[config.mk]
export PLATFORM = sky130hd
export DESIGN_NAME = register_fifo_mode
export DESIGN_NICKNAME = d
export VERILOG_FILES = /design/src/rtl/register_fifo_mode.sv
export SDC_FILE = /design/constraint.sdc
export NUM_CORES = 1
export LEC_CHECK = 0
export BUFFER_PORTS_ARGS = -buffer_cell sky130_fd_sc_hd__buf_2
export CAP_MARGIN = 20
export CORE_ASPECT_RATIO = 0.75
export CORE_MARGIN = 4
export CORE_UTILIZATION = 50
export CTS_BUF_LIST = sky130_fd_sc_hd__clkbuf_8
export CTS_CLUSTER_DIAMETER = 80
export DETAILED_ROUTE_END_ITERATION = 12
export PLACE_DENSITY = 0.77
export REMOVE_ABC_BUFFERS = 1
export SYNTH_ARGS = -nofsm -noshare
export SYNTH_HDL_FRONTEND = slang
export SYNTH_SLANG_ARGS = --single-unit
[constraint.sdc]
create_clock -name CLK -period 2.2 [get_ports CLK]
set_input_delay 0.22 -clock CLK [delete_from_list [all_inputs] [get_ports CLK]]
set_output_delay 0.22 -clock CLK [all_outputs]
set_load 0.01 [all_outputs]
[src/rtl/register_fifo_mode.sv]
// Per-instance configurable datapath register: constant, bypass, one-cycle delay or
// DEPTH-entry valid/ready FIFO, with a config-bus write into the word at the read pointer.
module register_fifo_mode #(
    parameter int unsigned WIDTH = 16,
    parameter int unsigned DEPTH = 4
) (
    input  logic                       CLK,
    input  logic                       ASYNCRESET,
    input  logic                       clk_en,
    input  logic [1:0]                 mode,
    input  logic                       config_we,
    input  logic [WIDTH-1:0]           config_data,
    input  logic [WIDTH-1:0]           const_,
    input  logic [WIDTH-1:0]           value,
    input  logic                       valid_in,
    output logic                       ready_out,
    input  logic                       ready_in,
    output logic                       valid_out,
    output logic [WIDTH-1:0]           O0,
    output logic [WIDTH-1:0]           O1,
    output logic [$clog2(DEPTH):0]     count
);

    localparam int unsigned PW = $clog2(DEPTH);
    localparam int unsigned CW = PW + 1;

    localparam logic [1:0] MODE_CONST  = 2'd0;
    localparam logic [1:0] MODE_BYPASS = 2'd1;
    localparam logic [1:0] MODE_DELAY  = 2'd2;
    localparam logic [1:0] MODE_FIFO   = 2'd3;

    logic [WIDTH-1:0] mem_q [DEPTH];
    logic [WIDTH-1:0] mem_d [DEPTH];
    logic [PW-1:0]    rd_ptr_q, rd_ptr_d;
    logic [PW-1:0]    wr_ptr_q, wr_ptr_d;
    logic [CW-1:0]    cnt_q, cnt_d;

    logic fifo_empty, fifo_full, push, pop;

    assign fifo_empty = (cnt_q == '0);
    assign fifo_full  = (cnt_q == CW'(DEPTH));
    assign O1         = mem_q[rd_ptr_q];
    assign count      = cnt_q;

    // Mode-dependent datapath outputs; only BYPASS has a path from inputs to handshakes
    always_comb begin
        O0        = mem_q[rd_ptr_q];
        valid_out = 1'b1;
        ready_out = 1'b1;
        case (mode)
            MODE_CONST: begin
                O0 = const_;
            end
            MODE_BYPASS: begin
                O0        = value;
                valid_out = valid_in;
                ready_out = ready_in;
            end
            MODE_DELAY: begin
                O0 = mem_q[rd_ptr_q];
            end
            default: begin
                valid_out = !fifo_empty;
                ready_out = !fifo_full;
            end
        endcase
    end

    assign push = (mode == MODE_FIFO) && valid_in && !fifo_full && clk_en;
    assign pop  = (mode == MODE_FIFO) && !fifo_empty && ready_in && clk_en;

    // Next state: config write overrides every datapath update and ignores clk_en
    always_comb begin
        mem_d    = mem_q;
        rd_ptr_d = rd_ptr_q;
        wr_ptr_d = wr_ptr_q;
        cnt_d    = cnt_q;
        if (config_we) begin
            mem_d[rd_ptr_q] = config_data;
            if (mode == MODE_FIFO) begin
                cnt_d    = CW'(1);
                wr_ptr_d = rd_ptr_q + PW'(1);
            end
        end else if (clk_en) begin
            if (mode == MODE_DELAY) begin
                mem_d[rd_ptr_q] = value;
            end
            if (push) begin
                mem_d[wr_ptr_q] = value;
                wr_ptr_d        = wr_ptr_q + PW'(1);
            end
            if (pop) begin
                rd_ptr_d = rd_ptr_q + PW'(1);
            end
            if (push && !pop) begin
                cnt_d = cnt_q + CW'(1);
            end else if (pop && !push) begin
                cnt_d = cnt_q - CW'(1);
            end
        end
    end

    always_ff @(posedge CLK or posedge ASYNCRESET) begin
        if (ASYNCRESET) begin
            for (int i = 0; i < int'(DEPTH); i++) begin
                mem_q[i] <= '0;
            end
            rd_ptr_q <= '0;
            wr_ptr_q <= '0;
            cnt_q    <= '0;
        end else begin
            mem_q    <= mem_d;
            rd_ptr_q <= rd_ptr_d;
            wr_ptr_q <= wr_ptr_d;
            cnt_q    <= cnt_d;
        end
    end

endmodule

Word-level counts from Yosys, hierarchy flattened
Cells that the tools add are included.
- output and inout port bits: 37
- input bits: 56
- bits in registers: 71
- reduce and logical (&&, ||, !) cells: 23
- muxes and demuxes: 28
- equal/unequal tests: 5
- bitwise gates (word level): 3
- $lt $le $gt $ge: 4
- $add $sub $neg: 4
- operator list (operator ; count):
    two-way mux 64 bit ; 6
    bitwise mux 64 bit ; 3
    demux 16 bit (select 2 bit) ; 2
    two-way mux 16 bit ; 4
    binary-select mux 16 bit (select 2 bit) ; 1
    case mux 16 bit (2 select lines) ; 1
    two-way mux 3 bit ; 5
    logical AND 1 bit ; 10
    AND reduction 3 bit ; 3
    two-way mux 2 bit ; 4
    greater-or-equal comparator 3 bit, second input constant ; 2
    < comparator 3 x 1 -> 1 bit, second input constant ; 2
    inverter 2 -> 3 bit ; 2
    adder 2 x 1 -> 2 bit, second input constant ; 2
    == test 2 bit, second input constant ; 2
    logical NOT 1 bit ; 4
    case mux 1 bit (2 select lines) ; 2
    nonzero test 2 bit ; 2
    adder 3 x 1 -> 3 bit, second input constant ; 1
    == test 3 bit, second input constant ; 1
    logical NOT 3 bit ; 1
    nonzero test 3 bit ; 1
    subtractor 3 x 1 -> 3 bit, second input constant ; 1
    == test 2 x 1 -> 1 bit, second input constant ; 1
    4 further kinds ; 4

Depth between registers and ports, before layout
Gate-level depths: netlist of the first run.
- depth after elaboration: 13
- depth in mapped cells: 9

Worst setup path before layout of the first run
OpenSTA, ideal clock, no wires.
- path type: flip-flop to flip-flop
- start: register cnt_q[1] (netlist: count[1])
- end: register cnt_q[2] (netlist: count[2])
- path slack: 0.059 ns
- stages on the path, launching flop included: 7
- arrival time: 2.007 ns
- required time: 2.066 ns
- setup time: 0.134 ns
- cell sequence: dfrtp_1 -> nor3b_1 -> a211oi_1 -> fa_1 -> a2111o_1 -> a21oi_1 -> o22ai_1
- longest elaborated chain between the ends: 10
- ends and longest elaborated chain (what ; RTL line ; RTL):
    from (decl) ; 36 ; logic [CW-1:0] cnt_q, cnt_d;
    from (signal assigned) ; 115 ; cnt_q <= cnt_d;
    parallel branches: the longest is 10 deep, another holds subtractor 3 x 1 -> 3 bit ; -- ;
Parallel ways; which one is timed is not known. The select of a mux whose other input is x is not followed.
A chain may end at the register's enable or synchronous reset.

Worst setup path in the final report of the first run
- start: register rd_ptr_q[1]
- end: output port O0[4]
- longest elaborated chain between the ends: 5
- ends and longest elaborated chain (what ; RTL line ; RTL):
    from (decl) ; 34 ; logic [PW-1:0] rd_ptr_q, rd_ptr_d;
    from (signal assigned) ; 113 ; rd_ptr_q <= rd_ptr_d;
    inverter 2 -> 3 bit (implied by the code) ; 47, 60 ;
    binary-select mux 16 bit (select 2 bit) ; 47, 60 ;
    two-way mux 16 bit (implied by the code) (2 in a row) ; 47, 60 ;
    case mux 16 bit (2 select lines) ; 50 ; case (mode)
    to (decl) ; 19 ; output logic [WIDTH-1:0] O0,
Every way passes these cells. The select of a mux whose other input is x is not followed.

==> metrics, run 1 <==
status finished, final reports clean; Worst VDD drop 0.000641 V; io pins 93; Synth top area share 0.402; initial drt markers 485; initial antenna violation count 0; first-pass GRT wire length 21.9 mm; wire length on met3 1.65 mm; Root Driver clkbuf_8; Post-Route M1 WL 5.82 mm; CP max FO 12; diodes inserted 0; synthesized instance count 455; die height 89.4 um; Detailed Route WL 13.7 mm; #FFs+latches synth 71; commonest cells after routing, fill and taps aside 92 x buf_2, 70 x dfrtp_1, 69 x o21ai_0; PD cells 1290 nW/um2; Synth Area in XOR/XNOR 0.00396; Clock power frac 0.189; cell area after layout 5320 um2; Slew Limit Headroom 0.516; most common cell after layout, fill and taps aside buf_2; Die ar. 10400 um2; worst skew pair latency 350 ps; CTS tree done; PnR worst setup slack 91.3 ps; Area Overhead vs Synth 20.3%; final worst path period need 2110 ps; ys flop type dfrtp_1; Slowest cell on crit path mux4_2; clock buffer count from CTS 9; pins over their slew limit 0; clock buffer depth 2; Post-DRT Antenna Nets 0; Post-DP HPWL 9.44 mm; Residual DRC 0; Mean Syn Cell Area 9.72 um2; simple-gate area share of the yosys netlist 0.110; row cnt 29; top layer in use met4; Hold Path Class primary input to flip-flop; Setup TNS Final 0 ps; Sink Count 71; DR WL met2 6.11 mm; CP Class flip-flop to output port; Final GP Congestion 0.878; via count of the routed design 4270; Comb power frac 0.479; max incr delay on CP 560 ps; worst clock skew 9.14 ps; RSZ-0062 raised after global routing true; initial core utilization 0.519; Mapped Area 4420 um2; largest family of logic cells by synthesized area compound AO/OA/AOI/OAI gates; asr flop ratio synth 1.00; Die W 117 um; hold slack final 143 ps; sequential share of power 0.332; WL/cell 20.7 um; MaxCap Viol Count 0; EDFF count, synth 0; fin crit share 0.959; fin nets 616; post-synthesis adder-cell area fraction 0.0272; dpl ws 44.6 ps; IO buf count 92; worst slew pin tran 724 ps; htree depth 3; vias in the first global route 4100; clock transition at the registers of the reported paths 80 ps; switching share of total power 0.384; Tot GR Track Use 0.277; NetSw 0.00263 W; static leakage 2.41 nW; Final Hold Violating Endpoints 0; startpoint types flip-flop; worst path cell trace buf_4, mux4_2, nand2_1, o21ai_0, buf_2; cell taking the most area after synthesis dfrtp_1; largest cells by area after synthesis dfrtp_1 40%, mux4_2 8.1%, o21ai_0 7.8%; postcts setup bufs 0; Core ar. 8530 um2; fraction of layout cells with a size suffix above 1 0.300; # setup viols final 0; Congestion Overflow GR 0; post-synthesis compound-gate area fraction 0.276; Worst EP arrival 1890 ps; Seq/Total Area, Yosys 0.402; Max Clk Rate 474 MHz; number of iterations in the first detailed-routing pass 5; vias per cell 6.43; Distinct cells, synth 48; Pwr Total 0.00686 W; CP endpoint kind output port; Synth Warn # 0; mux share of post-synthesis cell area 0.127; largest net degree at the start of global routing 72; Internal Power 0.00423 W; Placed Area 5050 um2; Worst Path Required 1980 ps
-- Yosys cell counts (all sizes together), types with 2 or more instances --
library cell and number:
mux2i 20, nand2 64, and2 2, buf 23, ha 8, and3 6, a211oi 2, a22o 33
nor3 8, nor2 21, nand3 2, dfrtp 71, a32oi 4, a32o 2, a21oi 26, a31oi 21
nor3b 2, a221o 11, clkbuf 15, o21ai 73, inv 8, mux4 16
-- per-stage QoR --
stage / utilization / cells
after CTS: 0.622 / 664
final: 0.624 / 664
after global placement: 0.592 / 647
after floorplan: - / 417
after global routing: 0.624 / 664
after detailed placement: 0.592 / 647
-- final timing paths --
check / startpoint / slack, ps / cells past startpoint / to
setup / recovery: rd_ptr_q[1] / 90 / 5 / O0[4]
hold / removal: config_data[13] / 140 / 2 / mem_q[13]
setup reg to reg: count[1] / 100 / 4 / mem_q[10]
hold reg to reg: mem_q[21] / 510 / 1 / mem_q[21]
max in group asynchronous: ASYNCRESET / 1370 / 4 / rd_ptr_q[0]
min in group asynchronous: ASYNCRESET / 480 / 4 / mem_q[47]
-- power by group through the flow --
stage               registers (W)  logic [W]  clock network, W
finish                    0.00228    0.00329           0.00130
global route              0.00234    0.00359           0.00137
CTS                       0.00225    0.00327           0.00131
detailed placement        0.00226    0.00325                 0
global placement          0.00224    0.00316                 0
floorplan                 0.00225    0.00205                 0
-- critical path, delay by kind of cell (launching register included) --
family                 cells  cell delay [ps]
buffers and inverters      2              410
muxes                      1              560
DFF                        1              410
and+or+nand+nor            1               80
AOI/OAI and AO/OA          1               70
-- cell type report --
cell class | instances | area [um2]
fillers | 718 | 3210
multi-input cells | 337 | 2410
well taps | 108 | 135
flip-flops and latches | 71 | 1780
repair buffers | 123 | 716
clock inverters | 7 | 120
inverters | 9 | 33.8
clock buffers | 9 | 124
-- logic make-up after synthesis --
family | count (synthesis)
flops | 71
compound gates | 178
xor+xnor | 2
mux | 36
simple gates | 112
buf+inv | 47
fa+ha+maj | 9
-- routing by layer --
layer,track usage,vias to the layer above
met1,0.403,2057
li1,-,1905
met3,0.0724,25
met4,0.0646,0
met5,0,-
met2,0.418,283
-- state kept, by name, summed over array words and instances, names as in the netlist --
signal / count
rd_ptr_q: 2
wr_ptr_q: 2
count: 3
mem_q: 64
-- what timing repair did --
action	4_1_cts	5_1_grt
setup endpoints to repair	1	7
resized for setup	1	4
hold endpoints to repair	71	0
hold buffers	1	0
No activity file was read; power rests on OpenSTA's default activity.
==> inputs of run 2 (changes only) <==
==> constraint.sdc (replaced) <==
create_clock -name CLK -period 2.2 [get_ports CLK]
set_input_delay 0.44 -clock CLK [delete_from_list [all_inputs] [get_ports CLK]]
set_output_delay 0.44 -clock CLK [all_outputs]
set_load 0.01 [all_outputs]
==> run 2 against run 1 <==
Compared with the run above:
- hold slack better by 8.5 ps
- the run now ends with negative setup slack left
- final cell count is 1.2% higher
- clock skew is 1.1 ps higher
==> metrics, run 2 (synthesized netlist as in run 1, its figures left out) <==
Non-Filler Instances 672 (+1.2%); worst slew pin tran 548 ps (-176 ps); Comb power frac 0.527 (+0.048); IO buf count 92 (unchanged); fin crit share 1.01 (+0.0527); hold bufs inserted after CTS 0 (-1); startpoint types flip-flop; Final GP Congestion 0.833 (-5.1%); flip-flop count of the largest register after layout 64 (unchanged); first-pass GRT wire length 22.1 mm (+0.63%); worst skew pair latency 360 ps (about the same); Tot GR Track Use 0.279 (+0.00202); Area Overhead vs Synth 21.6%; row cnt 29 (unchanged); Post-DP HPWL 9.54 mm (+1.1%); PnR worst setup slack -24.7 ps (-116 ps); RSZ-0062 raised after global routing true; CTS tree done; CP max FO 6 (-6); PD cells 1260 nW/um2 (-2.3%); pins over their slew limit 0 (unchanged); Post-DRT Antenna Nets 0 (unchanged); Die ar. 10400 um2 (unchanged); Worst EP arrival 1780 ps (-110 ps); Final Hold Violating Endpoints 0 (unchanged); # setup viols final 3 (+3); failing checks negative setup slack; Sink Count 71 (unchanged); wire length on met3 1.65 mm (+0.49%); vias per cell 6.44 (+0.17%); initial antenna violation count 0 (unchanged); Congestion Overflow GR 0 (unchanged); MaxCap Viol Count 0 (unchanged); most common cell after layout, fill and taps aside buf_2; NetSw 0.00267 W (+1.5%); top layer in use met4; sequential share of power 0.335 (+0.003); final worst path period need 2220 ps (+116 ps); initial core utilization 0.519 (unchanged); initial drt markers 515 (+6.2%); Core ar. 8530 um2 (unchanged); dpl cells 649 (+0.31%); Slew Limit Headroom 0.635 (+0.119); io pins 93 (unchanged); fin nets 625 (+1.5%); worst clock skew 10.2 ps (+1.06 ps); Residual DRC 0 (unchanged); clock transition at the registers of the reported paths 80 ps (about the same); Internal Power 0.00410 W (-3.0%); clock buffer depth 2 (unchanged); R2R depth 5 (+1); diodes inserted 0 (unchanged); Register-to-Register Setup Slack 90 ps (about the same); switching share of total power 0.394 (+0.0108); fraction of layout cells with a size suffix above 1 0.312 (+0.0117); number of iterations in the first detailed-routing pass 6 (+1); CP endpoint kind output port; die height 89.4 um (unchanged); htree depth 3 (unchanged); Worst Path Required 1760 ps (-220 ps); Post-Route M1 WL 5.86 mm (+0.83%); hold slack final 151 ps (+8.51 ps); clock buffer count from CTS 9 (unchanged); status complete, but fails checks; Root Driver clkbuf_8; CP Class flip-flop to output port; Clock power frac 0.138 (-0.051); via count of the routed design 4329 (+1.4%); most flop-heavy register mem_q; largest net degree at the start of global routing 51 (-29%); static leakage 2.46 nW (+1.7%); DR WL met2 6.34 mm (+3.8%); commonest cells after routing, fill and taps aside 92 x buf_2, 70 x dfrtp_1, 64 x nand2_1; vias in the first global route 4114 (+0.34%); Detailed Route WL 14.1 mm (+2.4%); Max Clk Rate 449 MHz (-5.2%); Worst VDD drop 0.000699 V (+9.2%); WL/cell 21.0 um (+1.2%); Die W 117 um (unchanged); Hold Path Class primary input to asynchronous set/reset pin
## run 2: cell count changes in the layout (fill, tap and decap cells not counted), moves of 2 or more
cell / delta
clkinv_2: +2
o21ai_1: +9
o21ai_0: -9
bufinv_16: -3
buf_6: +2
buf_4: +4
buf_12: +4
## run 2: stage by stage
stage | instance area, um2 | setup TNS, ps | util | setup WS (ps) | total power, W
final | 5380 | -29.2 | 0.630 | -24.7 | 0.00678
after global routing | 5380 | -954 | 0.630 | -108 | 0.00719
after CTS | 5310 | -52.3 | 0.622 | -25.7 | 0.00658
after detailed placement | 5100 | 0 | 0.598 | 55.7 | 0.00556
after global placement | 5100 | 0 | 0.598 | 134 | 0.00546
after floorplan | 4210 | -3570 | - | -42.0 | 0.00429
## run 2: worst max-delay path, cell delays in order, from the launching register on
cell     delay (ps)
dfrtp_1         410
buf_6           170
mux4_2          560
nand2_1          80
o21ai_1          60
buf_2           140
## run 2: power by group through the flow
stage | Sequential (W) | Clock, W | Combinational [W]
floorplan | 0.00225 | 0 | 0.00205
global placement | 0.00223 | 0 | 0.00323
detailed placement | 0.00225 | 0 | 0.00332
CTS | 0.00224 | 0.000944 | 0.00340
global route | 0.00234 | 0.00101 | 0.00384
finish | 0.00227 | 0.000935 | 0.00357
## run 2: path summary, 6_finish.rpt
path                                 start     endpoint
max                            rd_ptr_q[0]        O0[7]
max in group asynchronous       ASYNCRESET    mem_q[25]
min                             ASYNCRESET  rd_ptr_q[0]
min in group CLK           config_data[11]    mem_q[11]
max reg2reg                       count[1]    mem_q[53]
min reg2reg                      mem_q[25]    mem_q[25]
## run 2: area by class of cell
| class | count | area, um2 |
|---|---|---|
| fill | 705 | 3150 |
| timing repair buffer | 132 | 848 |
| sequential | 71 | 1780 |
| inverter | 9 | 33.8 |
| clock inverter | 5 | 26.3 |
| multi-input combinational | 337 | 2420 |
| tap | 108 | 135 |
| clock buffer | 10 | 138 |
## run 2: routing by layer
layer  vias up  global-route usage
met5         -                   0
met4         0              0.0781
met3        23              0.0785
met2       277               0.420
met1      2104               0.398
li1       1925                   -
## run 2: what timing repair did
item / in CTS / in global routing
pin swaps: 1 / 8
setup endpoints to repair: 14 / 26
cloned: 0 / 1
setup buffers: 4 / 3
resized for setup: 4 / 14
==> inputs of run 3 (changes only) <==
Settings changed: ABC_AREA set to 1, BUFFER_PORTS_ARGS -buffer_cell sky130_fd_sc_hd__buf_2 to -buffer_cell sky130_fd_sc_hd__buf_4, PLACE_DENSITY 0.77 to 0.75.
==> run 3 against run 2 <==
Compared with the run above:
- the run now ends clean
- clock skew down 1.6 ps
- highest routed layer unchanged
- largest cell class unchanged
- critical path type unchanged
- hold slack got worse by 0.64 ps
- worst setup slack better by 57 ps
- wire length increased by 33%
- power grew 15%
- combinational power grew 27%
- synthesized cell count up 100%
- global-route usage up 1.3 points
- sequential share of layout area is 6.8 points lower
==> metrics, run 3 <==
post-layout utilization of the core 0.618 (-0.0121); worst slew pin tran 697 ps (+150 ps); Post-DRT Antenna Nets 0 (unchanged); vias in the first global route 5649 (+37%); count leader, synth nand2_1; commonest cells after routing, fill and taps aside 326 x nand2_1, 136 x inv_1, 124 x buf_4; Hold Path Class primary input to asynchronous set/reset pin; Mapped Area 5590 um2 (+26%); Worst Path Required 1760 ps (about the same); pins over their slew limit 0 (unchanged); PD cells 1160 nW/um2 (-8.3%); WL/cell 16.2 um (-23%); first-pass GRT wire length 29.4 mm (+33%); Synth top area share 0.318 (-0.0838); via count of the routed design 6280 (+45%); clock buffer depth 2 (unchanged); Register Area 1780 um2 (unchanged); cell taking the most area after synthesis dfrtp_1; startpoint types flip-flop; static leakage 3.94 nW (+60%); Synth Warn # 0 (unchanged); wire length on met3 2.26 mm (+37%); largest cells by area after synthesis dfrtp_1 32%, nand2_1 22%, inv_1 9.3%; asr flop ratio synth 1.00 (unchanged); switching share of total power 0.453 (+0.0581); # setup viols final 0 (-3); Die W 130 um (+12%); clock transition at the registers of the reported paths 80 ps (about the same); largest net degree at the start of global routing 72 (+41%); Pwr Total 0.00782 W (+15%); Worst VDD drop 0.000533 V (-24%); most common cell after layout, fill and taps aside nand2_1; Internal Power 0.00428 W (+4.3%); CP Class flip-flop to output port; Multi-input gate area 3080 um2 (+28%); FILL cells 1067 (+51%); fraction of layout cells with a size suffix above 1 0.179 (-0.133); Final Hold Violating Endpoints 0 (unchanged); fin crit share 0.985 (-0.0257); Max Clk Rate 461 MHz (+2.6%); Placed Area 6480 um2 (+27%); hold bufs inserted after CTS 0 (unchanged); initial core utilization 0.511 (-0.00798); Slew Limit Headroom 0.535 (-0.100); NetSw 0.00354 W (+32%); Mean Syn Cell Area 6.07 um2 (-38%); Final GP Congestion 0.903 (+8.3%); Most Frequent Cell on Critical Path buf_4; flip-flop count of the largest register after layout 64 (unchanged); Residual DRC 0 (unchanged); diodes inserted 0 (unchanged); ys flop type dfrtp_1; row cnt 33 (+14%); Die ar. 12900 um2 (+24%); Sink Count 71 (unchanged); worst clock skew 8.61 ps (-1.59 ps); fin nets 1082 (+73%); CP endpoint kind output port; number of iterations in the first detailed-routing pass 5 (-1); io pins 93 (unchanged); MaxCap Viol Count 0 (unchanged); Register-to-Register Setup Slack 130 ps (+40 ps); CP max FO 6 (unchanged); Root Driver clkbuf_8; clock buffer count from CTS 9 (unchanged); Slowest cell on crit path dfrtp_2; Detailed Route WL 18.8 mm (+33%); #FFs+latches synth 71 (unchanged); Seq/Total Area, Yosys 0.318 (-0.0838); PnR worst setup slack 31.9 ps (+56.6 ps); Clock power frac 0.133 (-0.005); RR Startpoint rd_ptr_q[1]; max incr delay on CP 450 ps (-110 ps); Worst EP arrival 1730 ps (-50 ps); Post-Route M1 WL 8.17 mm (+39%); Distinct cells, synth 29 (-40%); initial drt markers 717 (+39%); RSZ-0062 raised after global routing true; CTS tree done; htree depth 3 (unchanged); Area Overhead vs Synth 21.1%; vias per cell 5.40 (-16%); cell area after layout 6770 um2 (+26%); Comb power frac 0.580 (+0.053); initial antenna violation count 0 (unchanged); Congestion Overflow GR 0 (unchanged); worst path cell trace buf_4, clkinvlp_4, o21ai_1, o22ai_1, nand2_1, o221ai_1, buf_4; sequential share of power 0.287 (-0.048); most flop-heavy register mem_q; final worst path period need 2170 ps (-56.6 ps); Tot GR Track Use 0.292 (+0.0134); top layer in use met4; worst skew pair latency 360 ps (about the same); IO buf count 92 (unchanged); R2R depth 11 (+6); list of most frequent post-synthesis cells 326 x nand2_1, 138 x inv_1, 103 x nor2_1; status finished, final reports clean; R2R Path End mem_q[36]; EDFF count, synth 0 (unchanged); die height 99.5 um (+11%); DR WL met2 7.96 mm (+26%); synthesized instance count 920 (+100%); Core ar. 10900 um2 (+28%); Post-DP HPWL 12.4 mm (+30%); dpl ws 191 ps (+135 ps)
[run 3: cell count changes after synthesis, moves of 16 or more]
cell	change
a22o_1	-31
a31oi_1	-21
inv_1	+130
mux2i_1	-20
mux4_2	-16
nand2_1	+262
nand3_1	+77
nor2_1	+82
o21ai_0	-20
o221ai_1	+16
[run 3: timing repair]
item | CTS | global route
pin swaps | 0 | 7
buffers inserted | 0 | 3
endpoints found under the setup margin | 11 | 17
gates resized for setup | 2 | 28
cloned | 0 | 1
[run 3: stage by stage]
| step | std cells | hold WS [ps] | TNS, ps |
|---|---|---|---|
| after floorplan | 878 | 457 | -16570 |
| after global placement | 1142 | 471 | 0 |
| after detailed placement | 1142 | 479 | 0 |
| after CTS | 1158 | 179 | 0 |
| after global routing | 1162 | 193 | -73.9 |
| final | 1162 | 150 | 0 |
[run 3: critical path: cells and delay by family (launching register included)]
kind            cells  cell delay, ps
buf+inv             3             460
flops               1             450
compound gates      3             370
simple gates        1              90
[run 3: area by class of cell]
cell class,instances,share of cell area
multi-input cells,661,0.456
well taps,140,0.0259
flip-flops and latches,71,0.263
clock buffers,13,0.0264
clock inverters,3,0.00240
inverters,146,0.0819
repair inverters,1,0.00111
repair buffers,127,0.144
[run 3: worst max-delay path by stage]
stage / start / to / slack (ps) / cells after the start
global placement: mode[1] / count[2] / 230 / 13
floorplan: rd_ptr_q[0] / mem_q[16] / -430 / 10
detailed placement: mode[1] / count[2] / 190 / 13
finish: rd_ptr_q[1] / O0[13] / 30 / 7
global route: rd_ptr_q[1] / O0[13] / -40 / 6
CTS: rd_ptr_q[0] / O0[8] / 9 / 7
[run 3: kinds of logic after synthesis]
family	Yosys count	share of synthesized area
AOI/OAI and AO/OA	120	0.121
xor gates and xnor gates	2	0.00314
adders and majority gates	9	0.0215
buffers and inverters	188	0.138
DFF	71	0.318
and+or+nand+nor	530	0.398
[run 3: routing by layer]
metal | global-route usage | up-vias
met5 | 0 | -
met4 | 0.106 | 0
met3 | 0.0633 | 43
met2 | 0.430 | 358
met1 | 0.422 | 2836
li1 | - | 3043
[run 3: power by group through the flow]
stage	logic [W]	registers [W]	clock network [W]
after floorplan	0.00244	0.00225	0
after global placement	0.00416	0.00222	0
after detailed placement	0.00422	0.00223	0
after CTS	0.00426	0.00222	0.00105
after global routing	0.00499	0.00232	0.00111
final	0.00454	0.00224	0.00104
